### src/rtl/divider_rate_sequencer.sv
// Rate-select sequencer for the programmable clock divider: sweeps the select
// between two endpoints, dwelling a programmed number of divider edges per step.
module divider_rate_sequencer #(
    parameter int SEL_W          = 5,
    parameter int DWELL_W        = 8,
    parameter bit RESYNC_ON_STEP = 1'b0
) (
    input  logic               clk,
    input  logic               rst,
    input  logic               start_i,
    input  logic               abort_i,
    input  logic [1:0]         mode_i,
    input  logic [SEL_W-1:0]   start_sel_i,
    input  logic [SEL_W-1:0]   end_sel_i,
    input  logic [DWELL_W-1:0] dwell_i,
    input  logic               div_clk_i,
    output logic [SEL_W-1:0]   sel_o,
    output logic               div_rst_o,
    output logic               busy_o,
    output logic               done_o
);

    typedef enum logic [1:0] {IDLE, LOAD, RUN} state_t;

    state_t             state_q, state_d;
    logic [SEL_W-1:0]   sel_q, sel_d;
    logic [SEL_W-1:0]   start_l_q, start_l_d;
    logic [SEL_W-1:0]   end_l_q, end_l_d;
    logic [SEL_W-1:0]   target_q, target_d;
    logic [DWELL_W-1:0] dwell_l_q, dwell_l_d;
    logic [DWELL_W-1:0] dwell_cnt_q, dwell_cnt_d;
    logic [1:0]         mode_q, mode_d;
    logic               dir_q, dir_d;
    logic               done_q, done_d;
    logic               resync_q, resync_d;
    logic               div_clk_q;
    logic               div_edge;

    assign div_edge = div_clk_i & ~div_clk_q;

    function automatic logic [SEL_W-1:0] step(input logic [SEL_W-1:0] s, input logic up);
        return up ? s + SEL_W'(1) : s - SEL_W'(1);
    endfunction

    always_ff @(posedge clk or posedge rst) begin
        if (rst) begin
            state_q     <= IDLE;
            sel_q       <= '0;
            start_l_q   <= '0;
            end_l_q     <= '0;
            target_q    <= '0;
            dwell_l_q   <= '0;
            dwell_cnt_q <= '0;
            mode_q      <= '0;
            dir_q       <= 1'b0;
            done_q      <= 1'b0;
            resync_q    <= 1'b0;
            div_clk_q   <= 1'b0;
        end else begin
            state_q     <= state_d;
            sel_q       <= sel_d;
            start_l_q   <= start_l_d;
            end_l_q     <= end_l_d;
            target_q    <= target_d;
            dwell_l_q   <= dwell_l_d;
            dwell_cnt_q <= dwell_cnt_d;
            mode_q      <= mode_d;
            dir_q       <= dir_d;
            done_q      <= done_d;
            resync_q    <= resync_d;
            div_clk_q   <= div_clk_i;
        end
    end

    // Only the dwell-completing edge in RUN moves the select; the sweep never
    // steps past its target, so sel stays inside the programmed range.
    always_comb begin
        state_d     = state_q;
        sel_d       = sel_q;
        start_l_d   = start_l_q;
        end_l_d     = end_l_q;
        target_d    = target_q;
        dwell_l_d   = dwell_l_q;
        dwell_cnt_d = dwell_cnt_q;
        mode_d      = mode_q;
        dir_d       = dir_q;
        done_d      = 1'b0;
        resync_d    = 1'b0;
        case (state_q)
            IDLE: begin
                if (start_i && !abort_i) begin
                    mode_d      = mode_i;
                    start_l_d   = start_sel_i;
                    end_l_d     = end_sel_i;
                    target_d    = end_sel_i;
                    dwell_l_d   = (dwell_i == '0) ? DWELL_W'(1) : dwell_i;
                    dir_d       = (end_sel_i >= start_sel_i);
                    sel_d       = start_sel_i;
                    dwell_cnt_d = '0;
                    state_d     = LOAD;
                end
            end
            LOAD: state_d = abort_i ? IDLE : RUN;
            RUN: begin
                if (abort_i) begin
                    state_d = IDLE;
                end else if (div_edge) begin
                    if (dwell_cnt_q + DWELL_W'(1) == dwell_l_q) begin
                        dwell_cnt_d = '0;
                        if (mode_q == 2'd2) begin
                            sel_d = sel_q;
                        end else if (sel_q != target_q) begin
                            sel_d    = step(sel_q, dir_q);
                            resync_d = RESYNC_ON_STEP;
                        end else if (mode_q == 2'd1) begin
                            if (start_l_q != end_l_q) begin
                                target_d = (target_q == end_l_q) ? start_l_q : end_l_q;
                                dir_d    = ~dir_q;
                                sel_d    = step(sel_q, ~dir_q);
                                resync_d = RESYNC_ON_STEP;
                            end
                        end else begin
                            done_d  = 1'b1;
                            state_d = IDLE;
                        end
                    end else begin
                        dwell_cnt_d = dwell_cnt_q + DWELL_W'(1);
                    end
                end
            end
            default: state_d = IDLE;
        endcase
    end

    always_comb begin
        sel_o     = sel_q;
        busy_o    = (state_q != IDLE);
        div_rst_o = (state_q != RUN) | resync_q;
        done_o    = done_q;
    end

endmodule

### config.mk
export PLATFORM = sky130hd
export DESIGN_NAME = divider_rate_sequencer
export DESIGN_NICKNAME = d
export VERILOG_FILES = /design/src/rtl/divider_rate_sequencer.sv
export SDC_FILE = /design/constraint.sdc
export NUM_CORES = 1
export LEC_CHECK = 0
export CORE_MARGIN = 2
export CORE_UTILIZATION = 56
export DETAILED_ROUTE_END_ITERATION = 8
export GPL_ROUTABILITY_DRIVEN = 0
export PLACE_DENSITY = 0.8
export SLEW_MARGIN = 10
export SYNTH_ARGS = -nofsm -noshare
export SYNTH_HDL_FRONTEND = slang
export SYNTH_SLANG_ARGS = --single-unit
export TNS_END_PERCENT = 20
### constraint.sdc
create_clock -name clk -period 2.95 [get_ports clk]
set_input_delay 0.59 -clock clk [delete_from_list [all_inputs] [get_ports clk]]
set_output_delay 0.59 -clock clk [all_outputs]
set_load 0.02 [all_outputs]
==> results of run 1 <==
tightest hold or removal path, stage by stage (launching register included):
cell and delay, ns:
dfrtp_1 0.36, nand2_1 0.06, nand2_1 0.06
cell type report:
cell class	instances	area share, %
clock buffers	7	2.39
clock inverters	1	0.157
inverters	16	1.88
multi-input cells	241	47.9
flip-flops and latches	43	33.7
well taps	67	2.62
repair buffers	38	11.4
cell usage after synthesis, drive strengths merged, types with 2 or more instances:
| library cell | n | share of area (%) |
|---|---|---|
| o211ai | 4 | 1.1 |
| a21oi | 16 | 2.9 |
| inv | 16 | 2.2 |
| buf | 5 | 1.8 |
| or2 | 4 | 1.1 |
| nand4 | 6 | 1.6 |
| nor4 | 4 | 0.92 |
| mux2 | 6 | 3.2 |
| mux2i | 8 | 3.4 |
| and4 | 2 | 0.64 |
| nor2 | 14 | 2.5 |
| ha | 8 | 3.7 |
| clkbuf | 4 | 0.55 |
| nand2 | 74 | 10 |
| nor2b | 2 | 0.46 |
| nor3 | 14 | 2.7 |
| a211oi | 3 | 0.82 |
| xor2 | 18 | 6.0 |
| xnor2 | 8 | 2.8 |
| o21ai | 24 | 4.8 |
| nand2b | 3 | 0.69 |
| and2 | 3 | 0.78 |
| nand3 | 5 | 1.1 |
| dfrtp | 43 | 39 |
power breakdown:
part | total [W] | internal [W] | switching, W
Sequential | 0.000884 | 0.000716 | 0.000168
Clock | 0.000369 | 0.000166 | 0.000203
Combinational | 0.000724 | 0.000349 | 0.000375
logic make-up (layout without fill, tap and decap cells):
family / count (synthesis) / count (layout)
compound gates: 58 / 58
xor+xnor: 26 / 26
fa+ha+maj: 8 / 8
buf+inv: 25 / 62
flops: 43 / 43
mux: 14 / 14
simple gates: 135 / 135
state kept, by name, indices dropped and copies added (netlist names):
name and count:
dwell_cnt_q 8, dwell_l_q 8, end_l_q 5, sel_o 5
start_l_q 5, target_q 5, mode_q 2, state_q 2
dir_q 1, div_clk_q 1, done_o 1
layer usage:
metal,up-vias,share of wire [%]
li1,1136,-
met1,1080,48
met2,58,46
met3,10,4.6
met4,0,1.5
met5,-,0
through the flow:
stage	util (%)	area (um2)
5_1_grt	67.7	3200
4_1_cts	67.7	3200
6_report	67.7	3200
3_3_place_gp	66.0	3120
2_1_floorplan	-	2730
3_5_place_dp	66.0	3120
worst paths after layout:
kind | cells past startpoint | startpoint | to | slack, ns
max | 8 | dwell_cnt_q[1] | target_q[2] | 0.40
min | 2 | dwell_l_q[1] | dwell_l_q[1] | 0.51
max reg2reg | 8 | dwell_cnt_q[1] | target_q[2] | 0.40
min reg2reg | 2 | dwell_l_q[1] | dwell_l_q[1] | 0.51
max in group asynchronous | 3 | rst | start_l_q[4] | 1.86
min in group asynchronous | 3 | rst | dwell_cnt_q[3] | 0.72
cells in the final DEF, fill, tap and decap left out, drive strengths merged, types with 2 or more instances in the layout:
cell and count:
nand2 74, dfrtp 43, clkdlybuf4s50 32, o21ai 24
xor2 18, a21oi 16, inv 16, nor2 14
nor3 14, ha 8, mux2i 8, xnor2 8
clkbuf 7, buf 6, nand4 6, mux2 6
nand3 5, o211ai 4, nor4 4, or2 4
nand2b 3, a211oi 3, and2 3, nor2b 2
and4 2
==> results.py, run 1 <==
metrics = {
    "place": {
        "port_buffers": 32,
        "dp_slack_ns": 0.361,
        "dp_hpwl_mm": 4.52,
        "dp_cells": 405,
    },
    "layout": {
        "n_antenna_cell": 0,
        "multi_input_area_mm2": 0.00153,
        "drive_gt1_share_pct": 9.25,
        "fin_cells": 413,
        "syn_to_final_growth_pct": 17.1,
        "n_fill_cell": 387,
        "seq_area_mm2": 0.00108,
        "nets": 378,
    },
    "critical_path": {
        "worst_setup_path_start_kind": "register",
        "critPathArrivalTime_ns": 2.73,
        "cp_top_family": "simple AND/OR/NAND/NOR gates",
        "critPathCaptureType": "register",
        "cp_num_buf_inv": 0,
        "cpMaxStageDelayCell": "dfrtp_1",
        "worstPathRequired_ns": 3.13,
        "path_max_fanout": 9,
        "cpPeakStageDelay_ns": 0.41,
        "crit_chain": "ha_1 -> nand3_2 -> or2_4 -> xor2_2 -> mux2i_4 -> o21ai_4 -> and2_4 -> mux2_4",
        "critical_path_class": "register to register",
    },
    "timing": {
        "period_minus_slack_ns": 2.55,
        "fin_crit_sh_pct": 86.3,
        "layout_setup_ws_ns": 0.404,
        "hold_ws_ns": 0.509,
        "tightest_slew_ns": 0.543,
        "fmaxAchievable_mhz": 393,
        "slew_viol_final": 0,
        "fin_worst_skew_ns": 0.00983,
        "maxSlewHeadroom_pct": 63.8,
        "rsz0062_at_grt": "no",
        "hold_viol": 0,
        "setup-tns-final_ns": 0,
        "setup_viol": 0,
    },
    "pwr": {
        "totalPowerFinal_w": 0.00198,
        "p_leak_nw": 1.44,
        "power_density_mw_per_mm2": 618,
        "max-vdd-ir-drop_uv": 381,
    },
    "die": {
        "num_rows": 25,
        "start_util_pct": 57.8,
        "fp.coreArea_mm2": 0.00472,
        "fp.dieArea_mm2": 0.00545,
        "die_h_um": 73.8,
        "die_x_um": 73.8,
        "ios": 33,
    },
    "synthesis": {
        "ys_async_sr_fraction_pct": 100,
        "synthMuxAreaShare_pct": 6.55,
        "syn_area_per_cell_um2": 8.84,
        "synth_compound_area_share_pct": 13.1,
        "synth-seq-cells": 43,
        "synthAdderAreaFrac_pct": 3.67,
        "synth_top_family_by_area": "simple AND/OR/NAND/NOR gates",
        "synth_xor_area_share_pct": 8.89,
        "ys_types": 54,
        "synth_edf_count": 0,
        "syn_nets": 342,
        "yosys_warnings": 0,
        "synthCells": 309,
        "synthesis.area_mm2": 0.00273,
        "yosysSeqAreaShare_pct": 39.4,
        "synth_ff_type": "dfrtp_1",
        "yosys.area_share.simple_pct": 23.8,
    },
    "detailed_routing": {
        "drt_wl_total_mm": 6.06,
        "postRouteAntennaNets": 0,
        "vias_per_cell": 5.53,
        "first_pass_iters": 4,
        "drtIter0Drc": 161,
        "vias": 2284,
        "wire_per_inst_um": 14.7,
        "remaining_drc_errors": 0,
    },
    "global_routing": {
        "met3_usage_pct": 3.57,
        "grt_pass1_wl_mm": 10.6,
        "grt_max_degree": 44,
        "overflow": 0,
        "met2_usage_pct": 37.3,
        "grtUsageMet1_pct": 37.2,
        "grt_usage_pct": 25.3,
        "grt_busiest_layer": "met2",
        "grt_pass1_vias": 2295,
        "antenna_found_initial": 0,
    },
    "run": {
        "maxCapViolCount": 0,
    },
    "clocking": {
        "cts_tree": "built",
        "cts_setup_buffers": 0,
        "h-tree-depth": 2,
        "clockBufferDepth": 2,
        "cts-root-buf": "clkbuf_8",
        "ctsResizeCount": 0,
        "worstSkewPairLatency_ns": 0.30,
        "clk_pin_slew_ns": 0.07,
        "cts_hold_buf": 0,
        "numClockSinks": 43,
        "cts_buffers": 5,
    },
    "hold_path": {
        "holdCritPathClass": "register to register",
    },
    "status": {
        "status": "finished clean",
    },
}
Power figures use the tool's default switching activity.
==> run 2: changes to the inputs <==
--- a/config.mk
+++ b/config.mk
@@ -7,10 +7,10 @@
 export LEC_CHECK = 0
 export CORE_MARGIN = 2
 export CORE_UTILIZATION = 56
+export CTS_CLUSTER_SIZE = 14
 export DETAILED_ROUTE_END_ITERATION = 8
 export GPL_ROUTABILITY_DRIVEN = 0
 export PLACE_DENSITY = 0.8
-export SLEW_MARGIN = 10
 export SYNTH_ARGS = -nofsm -noshare
 export SYNTH_HDL_FRONTEND = slang
 export SYNTH_SLANG_ARGS = --single-unit
==> results of run 2 <==
No change in the layout: final DEF, timing and power equal those of run 1.
